## config.mk

```make
export PLATFORM = sky130hd
export DESIGN_NAME = cfseq
export DESIGN_NICKNAME = d
export VERILOG_FILES = /design/src/rtl/cfseq.sv
export SDC_FILE = /design/constraint.sdc
export NUM_CORES = 1
export LEC_CHECK = 0
export ABC_AREA = 1
export CORE_MARGIN = 2
export CORE_UTILIZATION = 60
export DETAILED_ROUTE_END_ITERATION = 8
export DONT_BUFFER_PORTS = 1
export GPL_ROUTABILITY_DRIVEN = 0
export PLACE_DENSITY = 0.8
export SYNTH_ARGS = -nofsm -noshare
export SYNTH_HDL_FRONTEND = slang
export SYNTH_SLANG_ARGS = --single-unit
```

## constraint.sdc

```tcl
create_clock -name i_clk -period 3.4 [get_ports i_clk]
set_input_delay 0.68 -clock i_clk [delete_from_list [all_inputs] [get_ports i_clk]]
set_output_delay 0.68 -clock i_clk [all_outputs]
set_load 0.05 [all_outputs]
```

## src/rtl/cfseq.sv

```systemverilog
// Console function sequencer: prioritised request accept, EBCDIC
// classification and timed one-hot magnet pulses with recovery.
module cfseq #(
  parameter int PULSE_CYC = 3,
  parameter int CRLF_CYC  = 6,
  parameter int RECOV_CYC = 2,
  parameter int CNT_W     = 8
) (
  input  logic       i_clk,
  input  logic       i_reset,
  input  logic       i_ready,
  input  logic       i_cr_req,
  input  logic       i_shift_req,
  input  logic       i_shift_uc,
  input  logic       i_data_req,
  input  logic [7:0] i_data_reg,
  output logic [2:0] o_ack,
  output logic       o_busy,
  output logic       o_done,
  output logic       o_print,
  output logic       o_function,
  output logic [6:0] o_magnet,
  output logic       o_case
);

  typedef enum logic [1:0] {
    IDLE,
    FIRE,
    RECOV,
    DONE
  } st_t;

  localparam logic [6:0] M_SPACE = 7'b1000000;
  localparam logic [6:0] M_CRLF  = 7'b0100000;
  localparam logic [6:0] M_LF    = 7'b0010000;
  localparam logic [6:0] M_BS    = 7'b0001000;
  localparam logic [6:0] M_TAB   = 7'b0000100;
  localparam logic [6:0] M_LC    = 7'b0000010;
  localparam logic [6:0] M_UC    = 7'b0000001;

  localparam logic [CNT_W-1:0] N_PULSE = CNT_W'(PULSE_CYC);
  localparam logic [CNT_W-1:0] N_CRLF  = CNT_W'(CRLF_CYC);
  localparam logic [CNT_W-1:0] N_RECOV = CNT_W'(RECOV_CYC);
  localparam logic [CNT_W-1:0] ONE     = CNT_W'(1);

  st_t              st_q, st_d;
  logic [CNT_W-1:0] cnt_q, cnt_d;
  logic [6:0]       mag_q, mag_d;
  logic [2:0]       ack_q, ack_d;
  logic             busy_q, busy_d;
  logic             done_q, done_d;
  logic             print_q, print_d;
  logic             func_q, func_d;
  logic             case_q, case_d;
  logic             tgt_q, tgt_d;

  logic [6:0] dmag;
  logic       dfn;

  // Character classifier; b0 is bit 7
  always_comb begin
    dmag = '0;
    case (i_data_reg)
      8'h40:   dmag = M_SPACE;
      8'h15:   dmag = M_CRLF;
      8'h25:   dmag = M_LF;
      8'h16:   dmag = M_BS;
      8'h05:   dmag = M_TAB;
      default: dmag = '0;
    endcase
    dfn = (dmag != '0) ||
          (!i_data_reg[7] && !i_data_reg[6] &&
           !i_data_reg[3] && i_data_reg[2]);
  end

  always_ff @(posedge i_clk or negedge i_reset) begin
    if (!i_reset) begin
      st_q    <= IDLE;
      cnt_q   <= '0;
      mag_q   <= '0;
      ack_q   <= '0;
      busy_q  <= 1'b0;
      done_q  <= 1'b0;
      print_q <= 1'b0;
      func_q  <= 1'b0;
      case_q  <= 1'b0;
      tgt_q   <= 1'b0;
    end else begin
      st_q    <= st_d;
      cnt_q   <= cnt_d;
      mag_q   <= mag_d;
      ack_q   <= ack_d;
      busy_q  <= busy_d;
      done_q  <= done_d;
      print_q <= print_d;
      func_q  <= func_d;
      case_q  <= case_d;
      tgt_q   <= tgt_d;
    end
  end

  always_comb begin
    st_d    = st_q;
    cnt_d   = cnt_q;
    mag_d   = mag_q;
    busy_d  = busy_q;
    func_d  = func_q;
    case_d  = case_q;
    tgt_d   = tgt_q;
    ack_d   = '0;
    done_d  = 1'b0;
    print_d = 1'b0;
    unique case (st_q)
      IDLE: begin
        if (i_ready) begin
          if (i_cr_req) begin
            ack_d  = 3'b100;
            busy_d = 1'b1;
            func_d = 1'b1;
            tgt_d  = case_q;
            mag_d  = M_CRLF;
            cnt_d  = N_CRLF;
            st_d   = FIRE;
          end else if (i_shift_req) begin
            ack_d  = 3'b010;
            busy_d = 1'b1;
            func_d = 1'b1;
            tgt_d  = i_shift_uc;
            if (i_shift_uc != case_q) begin
              mag_d = i_shift_uc ? M_UC : M_LC;
              cnt_d = N_PULSE;
              st_d  = FIRE;
            end else begin
              done_d = 1'b1;
              st_d   = DONE;
            end
          end else if (i_data_req) begin
            ack_d  = 3'b001;
            busy_d = 1'b1;
            func_d = dfn;
            tgt_d  = case_q;
            if (dmag != '0) begin
              mag_d = dmag;
              cnt_d = (dmag == M_CRLF) ? N_CRLF : N_PULSE;
              st_d  = FIRE;
            end else begin
              done_d  = 1'b1;
              print_d = !dfn;
              st_d    = DONE;
            end
          end
        end
      end
      FIRE: begin
        if (cnt_q <= ONE) begin
          mag_d = '0;
          cnt_d = N_RECOV;
          st_d  = RECOV;
        end else begin
          cnt_d = cnt_q - ONE;
        end
      end
      RECOV: begin
        if (cnt_q <= ONE) begin
          cnt_d  = '0;
          done_d = 1'b1;
          case_d = tgt_q;
          st_d   = DONE;
        end else begin
          cnt_d = cnt_q - ONE;
        end
      end
      DONE: begin
        busy_d = 1'b0;
        func_d = 1'b0;
        st_d   = IDLE;
      end
      default: st_d = IDLE;
    endcase
  end

  assign o_ack      = ack_q;
  assign o_busy     = busy_q;
  assign o_done     = done_q;
  assign o_print    = print_q;
  assign o_function = func_q;
  assign o_magnet   = mag_q;
  assign o_case     = case_q;

endmodule

```

==> flow_metrics.env, run 1 <==
export IMPL_post_route_period_util_pct=53.61
export IMPL_antenna_found_initial=0
export IMPL_path_class="flop to flop"
export IMPL_syn_nets=258
export IMPL_syn_area_um2=1698
export IMPL_die_h_um=57.20
export IMPL_crit_path_start="st_q[1]$_DFFE_PN0P_"
export IMPL_cp_start_kind="flop"
export IMPL_timing_fmax_mhz=548.6
export IMPL_fin_skew_ns=0.01046
export IMPL_reg2regPathDepth=8
export IMPL_h_tree_depth=1
export IMPL_hp_class="input pin to asynchronous set/reset pin"
export IMPL_seq_area_frac_synth_pct=38.32
export IMPL_hold_viol_final=0
export IMPL_synthArstFlopShare_pct=100.0
export IMPL_power_density_nw_per_um2=997.5
export IMPL_first_pass_iters=4
export IMPL_dpl_cell_area_um2=1720
export IMPL_start_util_pct=62.65
export IMPL_yosysTopAreaCell="dfrtp_1"
export IMPL_clk_path_buf_depth=2
export IMPL_worstSkewPairLatency_ns=0.32
export IMPL_cp_end_kind="flop"
export IMPL_worstSetupEndpoint="cnt_q[0]$_DFFE_PN0P_"
export IMPL_grt_pass1_wl_mm=5.837
export IMPL_max_cap_violations=0
export IMPL_fp_row_count=19
export IMPL_numClockSinks=26
export IMPL_syn_instance_count=236
export IMPL_nNetsFinal=262
export IMPL_ys_top_cells_by_count="76 x nand2_1, 28 x nor2_1, 27 x nand3_1, 26 x dfrtp_1, 19 x inv_1"
export IMPL_vias_per_cell=5.226
export IMPL_worst_endpoint_required_ns=3.66
export IMPL_cts_made_buffers=3
export IMPL_ys_top_cells_by_area="dfrtp_1 38%, nand2_1 17%, nand3_1 8.0%"
export IMPL_grt_pass1_vias=1355
export IMPL_final_util_pct=65.19
export IMPL_synth_flop_cell="dfrtp_1"
export IMPL_antenna_cells=0
export IMPL_worstReg2RegStart="st_q[1]$_DFFE_PN0P_"
export IMPL_finalMaxSlewViolations=0
export IMPL_arrival_ns=2.09
export IMPL_ff2ff_setup_slack_ns=1.58
export IMPL_clk_pin_slew_ns=0.14
export IMPL_io_pins=30
export IMPL_clockRootBuffer="clkbuf_4"
export IMPL_min_period_ns=1.823
export IMPL_timing_rr_end="cnt_q[0]$_DFFE_PN0P_"
export IMPL_ctsResizeCount=0
export IMPL_area_growth_pct=4.053
export IMPL_fin_area_um2=1767
export IMPL_ys_ff_latch=26
export IMPL_fin_hold_ws_ns=0.03876
export IMPL_finalWirelength_mm=3.226
export IMPL_syn_area_per_cell_um2=7.194
export IMPL_drc=0
export IMPL_ir_worst_vdd_v=0.0009481
export IMPL_slew_headroom_pct=57.80
export IMPL_io_buffer_count=0
export IMPL_cts_tree="done"
export IMPL_grt_usage_pct=22.52
export IMPL_placed_cells=265
export IMPL_synth_edf_count=0
export IMPL_routedWlPerCell_um=11.95
export IMPL_fillers=244
export IMPL_grt_max_degree=27
export IMPL_die_x_um=57.20
export IMPL_drive_gt1_share_pct=15.06
export IMPL_grt_setup_unrepaired="no"
export IMPL_status="complete, no violations"
export IMPL_place_detailed_hpwl_mm=2.534
export IMPL_power_leakage_nw=0.9847
export IMPL_setup_violations_final=0
export IMPL_fin_cells=270
export IMPL_cts_setup_buffers=0
export IMPL_dr_total_vias=1411
export IMPL_drtAntennaViolNets=0
export IMPL_synth_top_cell_area_share_pct=38.32
export IMPL_grt_overflow=0
export IMPL_first_iter_violations=57
export IMPL_yosysWarnings=0
export IMPL_path_max_fanout=19
export IMPL_coreArea_um2=2710
export IMPL_synth_cell_type_count=26
export IMPL_synthMostInstantiatedCell="nand2_1"
export IMPL_tightest_slew_ns=0.6309
export IMPL_final_setup_tns_ns=0
export IMPL_die_area_um2=3271
==> cells by family after synthesis <==
kind of cell,share of synthesized area (%)
AO/OA/AOI/OAI,3.979
buffers and inverters,7.590
adder cells (fa/ha/maj),5.158
AND/OR/NAND/NOR,42.23
multiplexers,0.6632
flip-flops,38.32
XOR/XNOR,2.064
==> cell usage in the layout (no fill, tap or decap), types with 2 or more instances in the layout <==
cell type	n
xor2_1	3
inv_2	11
inv_1	19
nor2_2	4
ha_1	7
nand2_1	76
a21oi_1	3
nand2_4	2
o21ai_0	2
dfrtp_1	26
nor2_1	28
nand2_2	8
nand4_1	4
clkbuf_4	3
nor3_1	4
nand3_1	27
o21ai_2	2
==> worst min-delay path by stage <==
| stage | startpoint | to | slack, ns | cells after the start |
|---|---|---|---|---|
| floorplan | i_reset | cnt_q[0]$_DFFE_PN0P_ | 0.38 | 0 |
| global placement | i_reset | cnt_q[4]$_DFFE_PN0P_ | 0.38 | 0 |
| detailed placement | i_reset | cnt_q[4]$_DFFE_PN0P_ | 0.38 | 0 |
| CTS | i_reset | cnt_q[7]$_DFFE_PN0P_ | 0.02 | 0 |
| global route | i_reset | o_magnet[2]$_DFFE_PN0P_ | 0.01 | 0 |
| finish | i_reset | o_magnet[3]$_DFFE_PN0P_ | 0.04 | 0 |
==> per-stage QoR <==
step / power (mW) / setup slack (ns)
2_1_floorplan: 1.434 / 1.779
3_3_place_gp: 1.592 / 1.603
3_5_place_dp: 1.607 / 1.591
4_1_cts: 1.765 / 1.567
5_1_grt: 1.955 / 1.401
6_report: 1.762 / 1.577
==> per-layer routing <==
metal  routed length, µm  GRT usage (%)  vias up
met2                1439          36.12       33
met5                   0              0        -
li1                    -              -      741
met1                1584          30.61      635
met3                 176          5.442        2
met4                  25          6.312        0
==> timing repair <==
action,in CTS,in global routing
endpoints found under the hold margin,0,14
hold buffers,0,1
setup endpoints to repair,0,0
==> cell type report <==
type	instances	area [µm²]	area share, %
repair buffers	1	10.01	0.5666
flip-flops and latches	26	650.6	36.83
multi-input cells	178	918.4	51.98
clock buffers	4	36.28	2.054
inverters	30	112.6	6.374
well taps	31	38.79	2.195
==> registers in the layout (all words and copies together), names as in the netlist <==
register,cells
cnt_q,8
o_magnet,7
o_ack,3
st_q,2
o_busy,1
o_case,1
o_done,1
o_function,1
o_print,1
tgt_q,1
==> critical path: stages (launching register included) <==
cell and delay, ns:
dfrtp_1 0.45, inv_1 0.12, ha_1 0.33, inv_1 0.09
nor2_1 0.20, nand3_4 0.25, nand2_4 0.19, nand2_1 0.07
nand2_1 0.07
==> power breakdown <==
| part | internal, mW | switching (mW) | total, mW |
|---|---|---|---|
| combinational | 0.330 | 0.621 | 0.951 |
| clock | 0.0655 | 0.0908 | 0.156 |
| sequential | 0.419 | 0.237 | 0.655 |
Note: power is estimated with default switching activity, not from simulation.
==> run 2, diff against run 1 <==
Clock period 3.4 ns to 1.7 ns, I/O delays scaled along.
==> flow_metrics.env, run 2 (synthesis results as in run 1) <==
export IMPL_antenna_cells=0
export IMPL_largest_register="cnt_q"
export IMPL_grt_pass1_vias=1315
export IMPL_clk_pin_slew_ns=0.14
export IMPL_clockRootBuffer="clkbuf_4"
export IMPL_final_cell_mix="72 x nand2_1, 27 x nand3_1, 26 x dfrtp_1, 25 x nor2_1, 17 x inv_1"
export IMPL_io_pins=30
export IMPL_dr_total_vias=1453
export IMPL_fillers=220
export IMPL_worst_endpoint_required_ns=1.97
export IMPL_post_route_period_util_pct=95.62
export IMPL_io_buffer_count=0
export IMPL_antenna_found_initial=0
export IMPL_worst_slack_ns=0.07453
export IMPL_min_from="i_ready"
export IMPL_fin_skew_ns=0.002703
export IMPL_start_util_pct=62.65
export IMPL_register_area_um2=650.6
export IMPL_finalWirelength_mm=3.433
export IMPL_first_iter_violations=59
export IMPL_crit_family="simple AND/OR/NAND/NOR gates"
export IMPL_status="complete, no violations"
export IMPL_path_buf_inv=2
export IMPL_grt_pass1_wl_mm=5.602
export IMPL_slowest_delay_ns=0.41
export IMPL_grt_max_degree=27
export IMPL_cp_end_kind="flop"
export IMPL_largest_register_ffs=8
export IMPL_routedWlPerCell_um=12.22
export IMPL_grt_usage_pct=21.51
export IMPL_path_cells="inv_1, ha_2, nand3_1, nand2_2, nor2_4, buf_4, nand4_1, nand2_1"
export IMPL_cp_start_kind="flop"
export IMPL_die_area_um2=3271
export IMPL_path_class="flop to flop"
export IMPL_max_cap_violations=0
export IMPL_ff2ff_setup_slack_ns=0.07
export IMPL_setup_violations_final=0
export IMPL_tightest_slew_ns=0.5118
export IMPL_drive_gt1_share_pct=23.60
export IMPL_arrival_ns=1.90
export IMPL_cts_tree="done"
export IMPL_grt_overflow=0
export IMPL_vias_per_cell=5.171
export IMPL_cts_made_buffers=3
export IMPL_numClockSinks=26
export IMPL_clk_path_buf_depth=2
export IMPL_reg2regPathDepth=8
export IMPL_hp_class="input pin to flop"
export IMPL_fp_row_count=19
export IMPL_place_detailed_hpwl_mm=2.481
export IMPL_drtAntennaViolNets=0
export IMPL_first_pass_iters=4
export IMPL_nNetsFinal=273
export IMPL_ir_worst_vdd_v=0.001493
export IMPL_multiInputGateArea_um2=980.9
export IMPL_min_period_ns=1.625
export IMPL_area_growth_pct=13.85
export IMPL_finalMaxSlewViolations=0
export IMPL_hold_viol_final=0
export IMPL_timing_rr_end="cnt_q[4]$_DFFE_PN0P_"
export IMPL_slew_headroom_pct=65.88
export IMPL_p_total_mw=4.029
export IMPL_path_max_fanout=8
export IMPL_drc=0
export IMPL_dp_slack_ns=0.03955
export IMPL_coreArea_um2=2710
export IMPL_final_common_cell="nand2_1"
export IMPL_die_h_um=57.20
export IMPL_hold_path_end="o_ack[2]$_DFF_PN0_"
export IMPL_worstSkewPairLatency_ns=0.32
export IMPL_timing_fmax_mhz=615.2
export IMPL_cp_slowest_cell="dfrtp_1"
export IMPL_hold_path_cell_count=2
export IMPL_grt_setup_unrepaired="yes"
export IMPL_power_density_nw_per_um2=2084
export IMPL_die_x_um=57.20
export IMPL_worstReg2RegStart="st_q[1]$_DFFE_PN0P_"
export IMPL_h_tree_depth=1
export IMPL_power_leakage_nw=1.046
[run 2: area by class of cell]
type	count	share of cell area, %
flip-flops and latches	26	33.66
clock buffers	3	1.165
repair buffers	11	5.049
multi-input cells	179	50.74
well taps	31	2.006
inverters	30	5.825
clock inverters	1	1.553
[run 2: report_power, final]
group          internal [mW]  leakage, nW  switching, mW
Clock                  0.238       0.0279          0.183
Sequential             0.838        0.340          0.410
Combinational          0.893        0.678           1.47
Total                   1.97         1.05           2.06
[run 2: repair_timing]
item                                    CTS  global route
endpoints found under the hold margin    26             0
hold buffers                              2             0
endpoints found under the setup margin    0            18
buffers inserted                          0             5
resized for setup                         0            15
[run 2: how the worst max path moves through the flow]
stage / from / endpoint / slack [ns] / depth (start not counted)
final: st_q[1]$_DFFE_PN0P_ / cnt_q[4]$_DFFE_PN0P_ / 0.07 / 8
after global routing: st_q[1]$_DFFE_PN0P_ / o_magnet[5]$_DFFE_PN0P_ / -0.04 / 8
after CTS: st_q[1]$_DFFE_PN0P_ / cnt_q[0]$_DFFE_PN0P_ / 0.009 / 8
after detailed placement: st_q[1]$_DFFE_PN0P_ / cnt_q[0]$_DFFE_PN0P_ / 0.04 / 8
after global placement: st_q[1]$_DFFE_PN0P_ / cnt_q[0]$_DFFE_PN0P_ / 0.06 / 8
after floorplan: st_q[0]$_DFFE_PN0P_ / o_magnet[0]$_DFFE_PN0P_ / 0.13 / 9
[run 2: routing by layer]
| layer | wire length, µm | up-vias | global-route usage [%] |
|---|---|---|---|
| li1 | - | 773 | - |
| met1 | 1701 | 638 | 31.00 |
| met2 | 1536 | 37 | 33.83 |
| met3 | 151 | 5 | 4.082 |
| met4 | 44 | 0 | 4.983 |
| met5 | 0 | - | 0 |
[run 2: worst register-to-register path, stage by stage, from the launching register on]
cell	delay, ns
dfrtp_1	0.41
inv_1	0.09
ha_2	0.21
nand3_1	0.15
nand2_2	0.14
nor2_4	0.26
buf_4	0.16
nand4_1	0.09
nand2_1	0.07
[run 2: through the flow]
stage	cell area, µm²	setup TNS [ns]	instances	hold slack (ns)	utilization [%]
CTS	1833	0	275	0.1342	67.64
finish	1933	0	281	0.1312	71.33
floorplan	1698	0	236	0.04441	-
detailed placement	1750	0	269	0.04481	64.59
global route	1933	-0.2747	281	0.1474	71.33
global placement	1750	0	269	0.04490	64.59
